## config.mk

```make
export PLATFORM = sky130hd
export DESIGN_NAME = mem_stage_unit
export DESIGN_NICKNAME = d
export VERILOG_FILES = /design/src/rtl/mem_stage_unit.sv
export SDC_FILE = /design/constraint.sdc
export NUM_CORES = 1
export LEC_CHECK = 0
export CORE_MARGIN = 1.5
export CORE_UTILIZATION = 46
export DETAILED_ROUTE_END_ITERATION = 12
export PLACE_DENSITY = 0.95
export SLEW_MARGIN = 10
export SYNTH_ARGS = -nofsm -noshare
export SYNTH_HDL_FRONTEND = slang
export SYNTH_SLANG_ARGS = --single-unit
```

## constraint.sdc

```tcl
create_clock -name clk -period 5.4 [get_ports clk]
set_input_delay 1.08 -clock clk [delete_from_list [all_inputs] [get_ports clk]]
set_output_delay 1.08 -clock clk [all_outputs]
set_load 0.005 [all_outputs]
```

## src/rtl/mem_stage_unit.sv

```systemverilog
// Memory-stage engine: drives the 16-bit data memory from EX/MEM outputs and
// splits 32-bit stack transfers into two beats, stalling upstream on beat 0.
module mem_stage_unit #(
  parameter int NUMBER_CONTROL_SIGNALS = 16,
  parameter int ADDR_WIDTH             = 32
) (
  input  logic                              clk,
  input  logic                              reset,
  input  logic [NUMBER_CONTROL_SIGNALS-1:0] ctrl_in,
  input  logic                              mem_read_in,
  input  logic                              mem_write_in,
  input  logic                              wide_in,
  input  logic                              use_sp_in,
  input  logic [15:0]                       result_in,
  input  logic [15:0]                       address_in,
  input  logic [15:0]                       store_data_in,
  input  logic [31:0]                       wide_data_in,
  input  logic [ADDR_WIDTH-1:0]             sp_in,
  input  logic [3:0]                        reg_dst_num_in,
  input  logic                              reg_wb_en_in,
  output logic [ADDR_WIDTH-1:0]             mem_addr,
  output logic [15:0]                       mem_wdata,
  output logic                              mem_we,
  output logic                              mem_re,
  input  logic [15:0]                       mem_rdata,
  output logic                              stall_out,
  output logic [NUMBER_CONTROL_SIGNALS-1:0] ctrl_out,
  output logic [15:0]                       wb_data,
  output logic [3:0]                        wb_reg_num,
  output logic                              wb_en,
  output logic [31:0]                       wide_out,
  output logic                              wide_valid
);

  typedef enum logic {
    S_IDLE  = 1'b0,
    S_BEAT1 = 1'b1
  } state_t;

  state_t                            state_q, state_d;
  logic [ADDR_WIDTH-1:0]             next_addr_q, next_addr_d;
  logic [15:0]                       lo_data_q, lo_data_d;
  logic [15:0]                       hi_data_q, hi_data_d;
  logic                              wide_wr_q, wide_wr_d;
  logic [NUMBER_CONTROL_SIGNALS-1:0] ctrl_q, ctrl_d;
  logic [3:0]                        wb_reg_num_q, wb_reg_num_d;
  logic                              wb_en_q, wb_en_d;
  logic [15:0]                       result_q, result_d;
  logic                              is_load_q, is_load_d;
  logic                              wide_valid_q, wide_valid_d;
  logic [31:0]                       wide_hold_q, wide_hold_d;

  logic [ADDR_WIDTH-1:0] eff_addr;
  logic                  rd_only;
  logic                  wide_start;

  // Effective address and request decode; a read+write conflict counts as a write.
  always_comb begin
    eff_addr   = use_sp_in ? sp_in : {{(ADDR_WIDTH-16){1'b0}}, address_in};
    rd_only    = mem_read_in & ~mem_write_in;
    wide_start = (state_q == S_IDLE) & wide_in & (mem_read_in | mem_write_in);
  end

  // Next-state, memory strobes and writeback register inputs.
  always_comb begin
    state_d      = state_q;
    next_addr_d  = next_addr_q;
    lo_data_d    = lo_data_q;
    hi_data_d    = hi_data_q;
    wide_wr_d    = wide_wr_q;
    ctrl_d       = ctrl_in;
    wb_reg_num_d = reg_dst_num_in;
    wb_en_d      = reg_wb_en_in;
    result_d     = result_in;
    is_load_d    = 1'b0;
    wide_valid_d = 1'b0;
    wide_hold_d  = wide_valid_q ? {hi_data_q, mem_rdata} : wide_hold_q;
    mem_addr     = eff_addr;
    mem_wdata    = store_data_in;
    mem_we       = 1'b0;
    mem_re       = 1'b0;
    stall_out    = 1'b0;

    case (state_q)
      S_IDLE: begin
        if (wide_start) begin
          mem_wdata    = wide_data_in[31:16];
          mem_we       = mem_write_in;
          mem_re       = rd_only;
          stall_out    = 1'b1;
          next_addr_d  = eff_addr + {{(ADDR_WIDTH-1){1'b0}}, 1'b1};
          lo_data_d    = wide_data_in[15:0];
          wide_wr_d    = mem_write_in;
          state_d      = S_BEAT1;
          // Bubble into writeback while the second beat completes.
          ctrl_d       = {NUMBER_CONTROL_SIGNALS{1'b0}};
          wb_reg_num_d = 4'd0;
          wb_en_d      = 1'b0;
          result_d     = 16'h0000;
        end else begin
          mem_we    = mem_write_in;
          mem_re    = rd_only;
          is_load_d = rd_only;
        end
      end
      S_BEAT1: begin
        mem_addr     = next_addr_q;
        mem_wdata    = lo_data_q;
        mem_we       = wide_wr_q;
        mem_re       = ~wide_wr_q;
        // Beat-0 read data arrives now; the low half arrives next cycle.
        hi_data_d    = wide_wr_q ? hi_data_q : mem_rdata;
        wide_valid_d = ~wide_wr_q;
        state_d      = S_IDLE;
      end
      default: begin
        state_d = S_IDLE;
      end
    endcase

    if (!reset) begin
      mem_we    = 1'b0;
      mem_re    = 1'b0;
      stall_out = 1'b0;
    end else begin
      stall_out = stall_out;
    end
  end

  // State and writeback registers with synchronous active-low reset.
  always_ff @(posedge clk) begin
    if (!reset) begin
      state_q      <= S_IDLE;
      next_addr_q  <= {ADDR_WIDTH{1'b0}};
      lo_data_q    <= 16'h0000;
      hi_data_q    <= 16'h0000;
      wide_wr_q    <= 1'b0;
      ctrl_q       <= {NUMBER_CONTROL_SIGNALS{1'b0}};
      wb_reg_num_q <= 4'd0;
      wb_en_q      <= 1'b0;
      result_q     <= 16'h0000;
      is_load_q    <= 1'b0;
      wide_valid_q <= 1'b0;
      wide_hold_q  <= 32'h0000_0000;
    end else begin
      state_q      <= state_d;
      next_addr_q  <= next_addr_d;
      lo_data_q    <= lo_data_d;
      hi_data_q    <= hi_data_d;
      wide_wr_q    <= wide_wr_d;
      ctrl_q       <= ctrl_d;
      wb_reg_num_q <= wb_reg_num_d;
      wb_en_q      <= wb_en_d;
      result_q     <= result_d;
      is_load_q    <= is_load_d;
      wide_valid_q <= wide_valid_d;
      wide_hold_q  <= wide_hold_d;
    end
  end

  // Load data and the low half of a wide read pass straight through from memory.
  always_comb begin
    ctrl_out   = ctrl_q;
    wb_reg_num = wb_reg_num_q;
    wb_en      = wb_en_q;
    wb_data    = is_load_q ? mem_rdata : result_q;
    wide_valid = wide_valid_q;
    wide_out   = wide_valid_q ? {hi_data_q, mem_rdata} : wide_hold_q;
  end

endmodule

```

==> results.yml <==
run_status:
  status: "complete, no violations"
hold_path:
  hold_path.class: "reg2reg"
  hp-start: "next_addr_q[24]$_SDFFE_PN0P_"
synthesis:
  synth_warnings: 0
  syn_inst: 678
  syn_area_um2: 6406
  synth.largest_area_cell: "dfxtp_1"
  synth_cell_types: 50
  ys_top_cells_by_area: "dfxtp_1, mux2_2, and2_1, a22o_1, nand2_1"
  yosys-top-cells-count: "dfxtp_1, nand2_1, and2_1"
  synth_edf_count: 0
  synthDominantCellAreaShare: 0.4281
  syn_avg_cell_area_um2: 9.449
  ys_async_sr_fraction: 0
  synth_most_common_cell: "dfxtp_1"
  mappedNetlistNets: 834
  synthFlopType: "dfxtp_1"
  synth_seq_cells: 137
  synth-seq-area-share: 0.4281
layout:
  drive_gt1_frac: 0.1371
  diodes: 0
  synthToLayoutAreaGrowth_pct: 54.16
  multi_input_area_um2: 3430
  nNetsFinal: 1091
  seq_area_um2: 2744
  fillers: 925
  final_area_um2: 9876
place:
  place_area_um2: 9244
  portBuffers: 275
  place.gp.congestion: 0.9512
  pre_cts_slack_ps: 1296
  hpwl_um: 15300
job:
  cap_violations: 0
timing:
  finalMaxSlewViolations: 0
  min_period_ps: 4153
  tns_ps: 0
  whs_ps: 457.2
  hold_viol: 0
  rsz0062_at_grt: "false"
  skew_ps: 10.19
  worst_slack_ps: 1247
  setup_viol: 0
  tightestPinTransition_ps: 969.0
  max_freq_mhz: 240.8
  slew_headroom: 0.3540
  finalCritPeriodShare: 0.7691
global_route:
  grt_usage: 0.2970
  antenna_found_initial: 0
  grt_max_degree: 67
  grt_pass1_vias: 6325
  grt_pass1_wl_um: 33670
  gr-total-overflow: 0
die:
  rows: 42
  fp.dieH_um: 121.0
  initial_core_util: 0.4781
  pin_count: 276
  core_area_um2: 13400
  dieWidth_um: 121.0
  floorplan.die_area_um2: 14640
drt:
  num_vias: 6430
  wl_per_cell_um: 19.49
  drt_iter0_markers: 553
  vias_per_cell: 5.721
  ant_nets: 0
  drc: 0
  first_pass_iters: 5
  wl_um: 21910
power:
  fin_total_pwr_mw: 2.811
  power_density_nw_per_um2: 284.6
  ir_worst_vdd_v: 0.0002129
  p_leak_nw: 3.821
worst_setup_path:
  crit_fanout: 54
  r2r-start: "state_q$_SDFF_PN0_"
  critical_path_required_ps: 4320
  startpoint_type: "input port"
  crit_start: "use_sp_in"
  setup.worst_path.class: "in2out"
  cp_data_arrival_time_ps: 3070
  endpoint_kind: "primary output"
cts:
  cts.repair.resized: 0
  cts_tree: "built"
  cts_buffers: 17
  clkLatencyLatePin_ps: 430
  cts.reportedPaths.clkPinSlew_ps: 60
  hold_buffers: 0
  cts_buffer_depth: 2
  cts_root_buf: "clkbuf_16"
  clock-sinks: 137
  post_cts_buffers: 0
  htreeDepth: 4
[per-layer routing]
layer,share of wire,track usage
met5,0,0
met4,0.044,0.1485
met3,0.091,0.08459
met2,0.49,0.5110
met1,0.37,0.3358
[area by class of cell]
class,instances,area share
Multi-Input combinational cell,487,0.3473
Inverter,6,0.002281
Clock inverter,15,0.02065
Sequential cell,137,0.2778
Tap cell,176,0.02230
Clock buffer,17,0.04308
Timing Repair Buffer,286,0.2866
[cells by family after synthesis]
logic type	count (synthesis)	synth area share
adders and majority gates	1	0.001953
and+or+nand+nor	259	0.2189
xor gates and xnor gates	12	0.01641
buffers and inverters	54	0.03867
AOI/OAI and AO/OA	121	0.1354
muxes	94	0.1605
DFF	137	0.4281
[placed cells by master (no fill, tap or decap), drive strengths merged, types with 6 or more instances in the layout]
cell type	instances
a21oi	10
a22o	38
a22oi	6
and2	71
buf	12
clkbuf	17
clkdlybuf4s50	274
dfxtp	137
inv	15
mux2	70
mux2i	24
nand2	84
nand3	23
nand3b	6
nand4	28
nor2	17
nor4	6
o21ai	44
xnor2	8
[registers in the layout, indices dropped and copies added, names as in the netlist]
name and flops:
next_addr_q 32, wide_hold_q 32, ctrl_out 16, hi_data_q 16, lo_data_q 16, result_q 16, wb_reg_num 4, is_load_q 1
state_q 1, wb_en 1, wide_valid 1, wide_wr_q 1
[through the flow]
step                std cells  utilization
floorplan                 678            -
global placement         1092       0.6898
detailed placement       1092       0.6898
CTS                      1124       0.7368
global route             1124       0.7370
finish                   1124       0.7370
[report_power, final]
part           total, mW  internal, mW  switching, mW
Clock               1.25         0.746          0.505
Combinational      0.479         0.284          0.195
Sequential          1.08          1.06         0.0223
[critical path: stages]
cell and delay, ps:
buf_2 720, buf_4 360, nand2_1 170, o21ai_0 190, clkdlybuf4s50_1 530
[worst paths after layout]
kind	endpoint	slack (ps)	cells past startpoint
min reg2reg	next_addr_q[24]$_SDFFE_PN0P_	460	2
max reg2reg	next_addr_q[21]$_SDFFE_PN0P_	2810	7
min	next_addr_q[24]$_SDFFE_PN0P_	460	2
max	mem_addr[27]	1250	5
Power figures use the tool's default switching activity.
